File: src/rtl/vgacon_term_ctrl.sv
// vgacon_term_ctrl
//   Terminal-style sequencer for the VGA console text buffer. Takes a
//   character stream, keeps a cursor and interprets CR/LF/BS/FF. It scrolls
//   and clears the screen by reading and rewriting the buffer. It shares the
//   buffer's single write port with direct host writes. Host writes always
//   win. Sequencer writes happen only during blanking.
//
// Ports
//   clk, rst                 clock, async active-high reset
//   ch_valid/ch_ready/ch_data  character stream, {color_sel, code[6:0]}
//   host_we/addr/wdata       direct host write (never blocked)
//   blank                    VGA blanking interval
//   buf_we/addr/wdata        text buffer write port
//   buf_raddr/buf_rdata      text buffer combinational read port
//   cursor_row/cursor_col    cursor position
//   busy                     sequencer is working on a write sequence
module vgacon_term_ctrl #(
    parameter int NUM_ROWS = 3,
    parameter int NUM_COLS = 10
) (
    input  logic       clk,
    input  logic       rst,
    input  logic       ch_valid,
    input  logic [7:0] ch_data,
    output logic       ch_ready,
    input  logic       host_we,
    input  logic [4:0] host_addr,
    input  logic [7:0] host_wdata,
    input  logic       blank,
    output logic       buf_we,
    output logic [4:0] buf_addr,
    output logic [7:0] buf_wdata,
    output logic [4:0] buf_raddr,
    input  logic [7:0] buf_rdata,
    output logic [1:0] cursor_row,
    output logic [3:0] cursor_col,
    output logic       busy
);
    localparam int LAST_CELL = NUM_ROWS * NUM_COLS - 1;
    localparam int LAST_COPY = (NUM_ROWS - 1) * NUM_COLS - 1;

    typedef enum logic [2:0] {IDLE, PUT, SCROLL_COPY, SCROLL_CLEAR, CLEAR} state_t;

    state_t     state, state_n;
    logic [1:0] row, row_n;
    logic [3:0] col, col_n;
    logic [4:0] idx, idx_n;
    logic [7:0] data_q, data_n;

    logic [4:0] cur_addr, seq_addr;
    logic [7:0] seq_data;
    logic [6:0] code;
    logic       seq_req, grant, step, accept;

    assign cur_addr = 5'(row) * 5'(NUM_COLS) + 5'(col);
    assign code     = ch_data[6:0];

    assign ch_ready = (state == IDLE) & ~rst;
    assign busy     = (state != IDLE);
    assign accept   = ch_valid & ch_ready;

    // A grant drives the port. The step only retires when the host is not
    // also writing; otherwise the same step is retried next cycle.
    assign grant = blank & seq_req;
    assign step  = grant & ~host_we;

    assign buf_we     = host_we | grant;
    assign buf_addr   = host_we ? host_addr  : seq_addr;
    assign buf_wdata  = host_we ? host_wdata : seq_data;
    assign cursor_row = row;
    assign cursor_col = col;

    always_ff @(posedge clk or posedge rst) begin
        if (rst) begin
            state  <= IDLE;
            row    <= '0;
            col    <= '0;
            idx    <= '0;
            data_q <= '0;
        end else begin
            state  <= state_n;
            row    <= row_n;
            col    <= col_n;
            idx    <= idx_n;
            data_q <= data_n;
        end
    end

    always_comb begin
        state_n   = state;
        row_n     = row;
        col_n     = col;
        idx_n     = idx;
        data_n    = data_q;
        seq_req   = 1'b0;
        seq_addr  = cur_addr;
        seq_data  = data_q;
        buf_raddr = cur_addr;

        case (state)
            IDLE: begin
                if (accept) begin
                    if (code >= 7'h20 && code <= 7'h7E) begin
                        data_n  = ch_data;
                        state_n = PUT;
                    end else begin
                        case (code)
                            7'h0D: col_n = '0;
                            7'h0A: begin
                                col_n = '0;
                                if (row < 2'(NUM_ROWS - 1)) begin
                                    row_n = row + 2'd1;
                                end else begin
                                    idx_n   = '0;
                                    state_n = SCROLL_COPY;
                                end
                            end
                            7'h08: if (col != '0) col_n = col - 4'd1;
                            7'h0C: begin
                                idx_n   = '0;
                                state_n = CLEAR;
                            end
                            default: ;
                        endcase
                    end
                end
            end
            PUT: begin
                seq_req = 1'b1;
                if (step) begin
                    if (col < 4'(NUM_COLS - 1)) begin
                        col_n   = col + 4'd1;
                        state_n = IDLE;
                    end else begin
                        col_n = '0;
                        if (row < 2'(NUM_ROWS - 1)) begin
                            row_n   = row + 2'd1;
                            state_n = IDLE;
                        end else begin
                            idx_n   = '0;
                            state_n = SCROLL_COPY;
                        end
                    end
                end
            end
            SCROLL_COPY: begin
                // Move each cell up one row. The read port is combinational,
                // so the source cell is fetched in the same cycle.
                seq_req   = 1'b1;
                buf_raddr = idx + 5'(NUM_COLS);
                seq_addr  = idx;
                seq_data  = buf_rdata;
                if (step) begin
                    idx_n = idx + 5'd1;
                    if (idx == 5'(LAST_COPY)) state_n = SCROLL_CLEAR;
                end
            end
            SCROLL_CLEAR, CLEAR: begin
                seq_req  = 1'b1;
                seq_addr = idx;
                seq_data = 8'h20;
                if (step) begin
                    idx_n = idx + 5'd1;
                    if (idx == 5'(LAST_CELL)) begin
                        state_n = IDLE;
                        if (state == CLEAR) begin
                            row_n = '0;
                            col_n = '0;
                        end
                    end
                end
            end
            default: state_n = IDLE;
        endcase
    end
endmodule

File: config.mk
export PLATFORM = sky130hd
export DESIGN_NAME = vgacon_term_ctrl
export DESIGN_NICKNAME = d
export VERILOG_FILES = /design/src/rtl/vgacon_term_ctrl.sv
export SDC_FILE = /design/constraint.sdc
export NUM_CORES = 1
export LEC_CHECK = 0
export ABC_CLOCK_PERIOD_IN_PS = 2400
export BUFFER_PORTS_ARGS = -buffer_cell sky130_fd_sc_hd__buf_2
export CAP_MARGIN = 0
export CORE_UTILIZATION = 30
export DETAILED_ROUTE_END_ITERATION = 10
export PLACE_DENSITY = 0.49
export SLEW_MARGIN = 20
export SYNTH_ARGS = -nofsm -noshare
export SYNTH_HDL_FRONTEND = slang
export SYNTH_SLANG_ARGS = --single-unit
export TNS_END_PERCENT = 50
File: constraint.sdc
create_clock -name clk -period 2.4 [get_ports clk]
set_input_delay 0.48 -clock clk [delete_from_list [all_inputs] [get_ports clk]]
set_output_delay 0.48 -clock clk [all_outputs]
set_load 0.1 [all_outputs]
==> results.md <==
- Post-synthesis cell count: 238
- Initial antenna violation count: 0
- CTS clk-pin slew, worst paths: 0.08 ns
- Endpoints failing hold: 0
- Synth top area cells: dfrtp_1 28%, mux2_2 6.3%, nand2_1 5.9%
- Global route overflow: 0
- Reg2Reg Launch Point: cursor_col[1]$_DFFE_PP0P_
- Worst path cell trace: ha_4, inv_2, fa_2, nor2_2, a21oi_2, o21ai_4, buf_12
- Routed wire length: 6179 µm
- Crit path kind: register to output port
- Crit path capture type: output port
- Reg2Reg Capture Point: cursor_col[3]$_DFFE_PP0P_
- Status: complete, but fails checks
- ANT cells: 0
- Clk buf depth: 2
- Synthesis-to-layout area growth: 58.64%
- CTS tree: yes
- Largest stage delay on the critical path: 0.51 ns
- Worst Skew: 0.003240 ns
- Sequential share of the synthesized area: 28.04%
- Placed cells: 378
- Most used DFF post-synth: dfrtp_1
- Most frequent cells in the layout: 40 x buf_2, 31 x nand2_1, 21 x buf_12
- Largest net degree at the start of global routing: 27
- Synth warn: 0
- Total iterations of the first detailed-routing run: 4
- Post-synth EDFFs: 0
- Mapped Nets: 281
- I/O pin count: 61
- Cell type with the largest total area after synthesis: dfrtp_1
- Starting DRC count in detailed routing: 89
- Final WS setup: -0.1058 ns
- Skew-Pair Late Insertion Delay: 0.27 ns
- GRT Total Usage: 18.69%
- Slowest CP cell: dfrtp_4
- Die width: 82.90 µm
- Max-slew headroom: 66.52%
- Post-synth ARST share: 100.0%
- Site Rows: 29
- Via count: 2081
- WP data required: 1.92 ns
- Yosys top cell area share: 28.04%
- R2R setup slack: 0.18 ns
- Remaining antenna violation count: 0
- Min cycle time layout: 2.506 ns
- Post-synthesis register bit count: 22
- Setup crit start kind: register
- CTS hold repair buffers: 0
- CTS Sinks: 22
- Worst EP arrival: 2.03 ns
- PortBufs: 60
- Fin crit share: 104.4%
- RSZ-0062 raised after global routing: yes
- Final #Nets: 353
- Via density: 5.391
- First-pass GRT wire length: 10430 µm
- Hold Path Class: input pin to async pin
- CP Max Fanout: 4
- Die area: 6872 µm²
- Initial cell density of the core: 30.92%
- Worst-Margin Slew: 0.5017 ns
- Final setup viols: 3
- R2R cell count: 8
- CTS root buf: clkbuf_8
- Layout cells sized above 1: 49.84%
- Fill cell count: 613
- Core ar.: 6350 µm²
- GP Congestion: 0.8465
- Post-Syn Area: 1963 µm²
- Residual DRC: 0
- Post-route insts no fill: 386
- Final slew viol count: 0
- Post-DP HPWL: 4637 µm
- Final Util: 49.04%
- Avg WL per Cell: 16.01 µm
- Maximum capacitance violations: 0
- Syn Area/Cell: 8.248 µm²
- Max frequency: 399.1 MHz
- Most common cell after layout, fill and taps aside: buf_2
- Failing checks: negative setup slack
- H-tree depth: 1
- Cell variety after synth: 62
- DIE HEIGHT: 82.90 µm
- Vias in the first global route: 2022
- Number of CTS-inserted buffers: 3
==> cell families after synthesis <==
family,count (synthesis),share of synthesized area (%)
DFF,22,28.04
buffers and inverters,24,5.098
adders and majority gates,9,6.119
and+or+nand+nor,88,24.09
xor gates and xnor gates,4,1.785
AOI/OAI and AO/OA,75,25.75
muxes,16,9.114
==> synth_stat cells, drive strengths merged (2+ instances only) <==
library cell  number
nand2             32
o21ai             23
dfrtp             22
nor2              14
a21oi             12
inv               12
mux2              12
a22oi             10
nand3              9
ha                 8
buf                6
clkbuf             6
nor3               5
a31oi              4
mux2i              4
nor2b              4
o31ai              4
and2b              3
and3               3
nand4              3
nor3b              3
nor4               3
o22ai              3
a41oi              2
nand2b             2
xnor2              2
xor2               2
==> layout make-up <==
cell class                      instances  area (µm²)  share of cell area [%]
Clock buffer                            4       55.05                   1.768
Sequential cell                        22       568.0                   18.24
Tap cell                               77       96.34                   3.094
Timing Repair Buffer                   78       748.2                   24.03
Multi-Input combinational cell        193        1602                   51.43
Inverter                               12       45.04                   1.446
==> metrics by stage <==
step / TNS [ns] / worst slack (ns) / cell area (µm²) / hold WS, ns
3_3_place_gp: 0 / 0.09190 / 2952 / 0.4946
5_1_grt: -0.5885 / -0.1523 / 3114 / 0.3477
4_1_cts: -0.3378 / -0.1136 / 3048 / 0.3081
2_1_floorplan: -2.151 / -0.2693 / 2180 / 0.4798
3_5_place_dp: 0 / 0.07475 / 2952 / 0.4971
6_report: -0.2306 / -0.1058 / 3114 / 0.3009
==> registers in the layout (all words and copies together) (netlist names) <==
| name | flops |
|---|---|
| idx | 5 |
| cursor_col | 4 |
| state | 3 |
| cursor_row | 2 |
| data_q | 8 |
==> layer usage <==
layer,vias to the layer above,track usage [%],routed length (µm)
li1,1031,-,-
met1,978,26.93,3048
met2,68,29.66,2763
met3,4,2.187,304
met4,0,4.859,63
met5,-,0,0
==> how the worst max path moves through the flow <==
stage                  endpoint                      start  cells after the start  slack, ns
finish              buf_addr[2]  cursor_row[0]$_DFFE_PP0P_                      7      -0.11
CTS                 buf_addr[3]  cursor_row[0]$_DFFE_PP0P_                      8      -0.11
global placement    buf_addr[4]  cursor_col[2]$_DFFE_PP0P_                      7       0.09
global route        buf_addr[4]  cursor_col[2]$_DFFE_PP0P_                      7      -0.15
detailed placement  buf_addr[4]  cursor_col[2]$_DFFE_PP0P_                      7       0.07
floorplan              ch_ready       state[1]$_DFFE_PP0P_                      4      -0.27
==> critical path: cells and delay by family (launching register included) <==
family          cells  cell delay (ns)
fa+ha+maj           2             0.65
flops               1             0.51
buf+inv             2             0.24
compound gates      2             0.23
simple gates        1             0.14
==> what timing repair did <==
action / in CTS / in global routing
pin swaps: 2 / 4
resized for setup: 7 / 11
setup endpoints to repair: 14 / 15
gates cloned: 0 / 1
setup buffers: 2 / 1
Power is not shown: default switching activity piles up to over one toggle a cycle in this logic, so the estimate is an artifact.
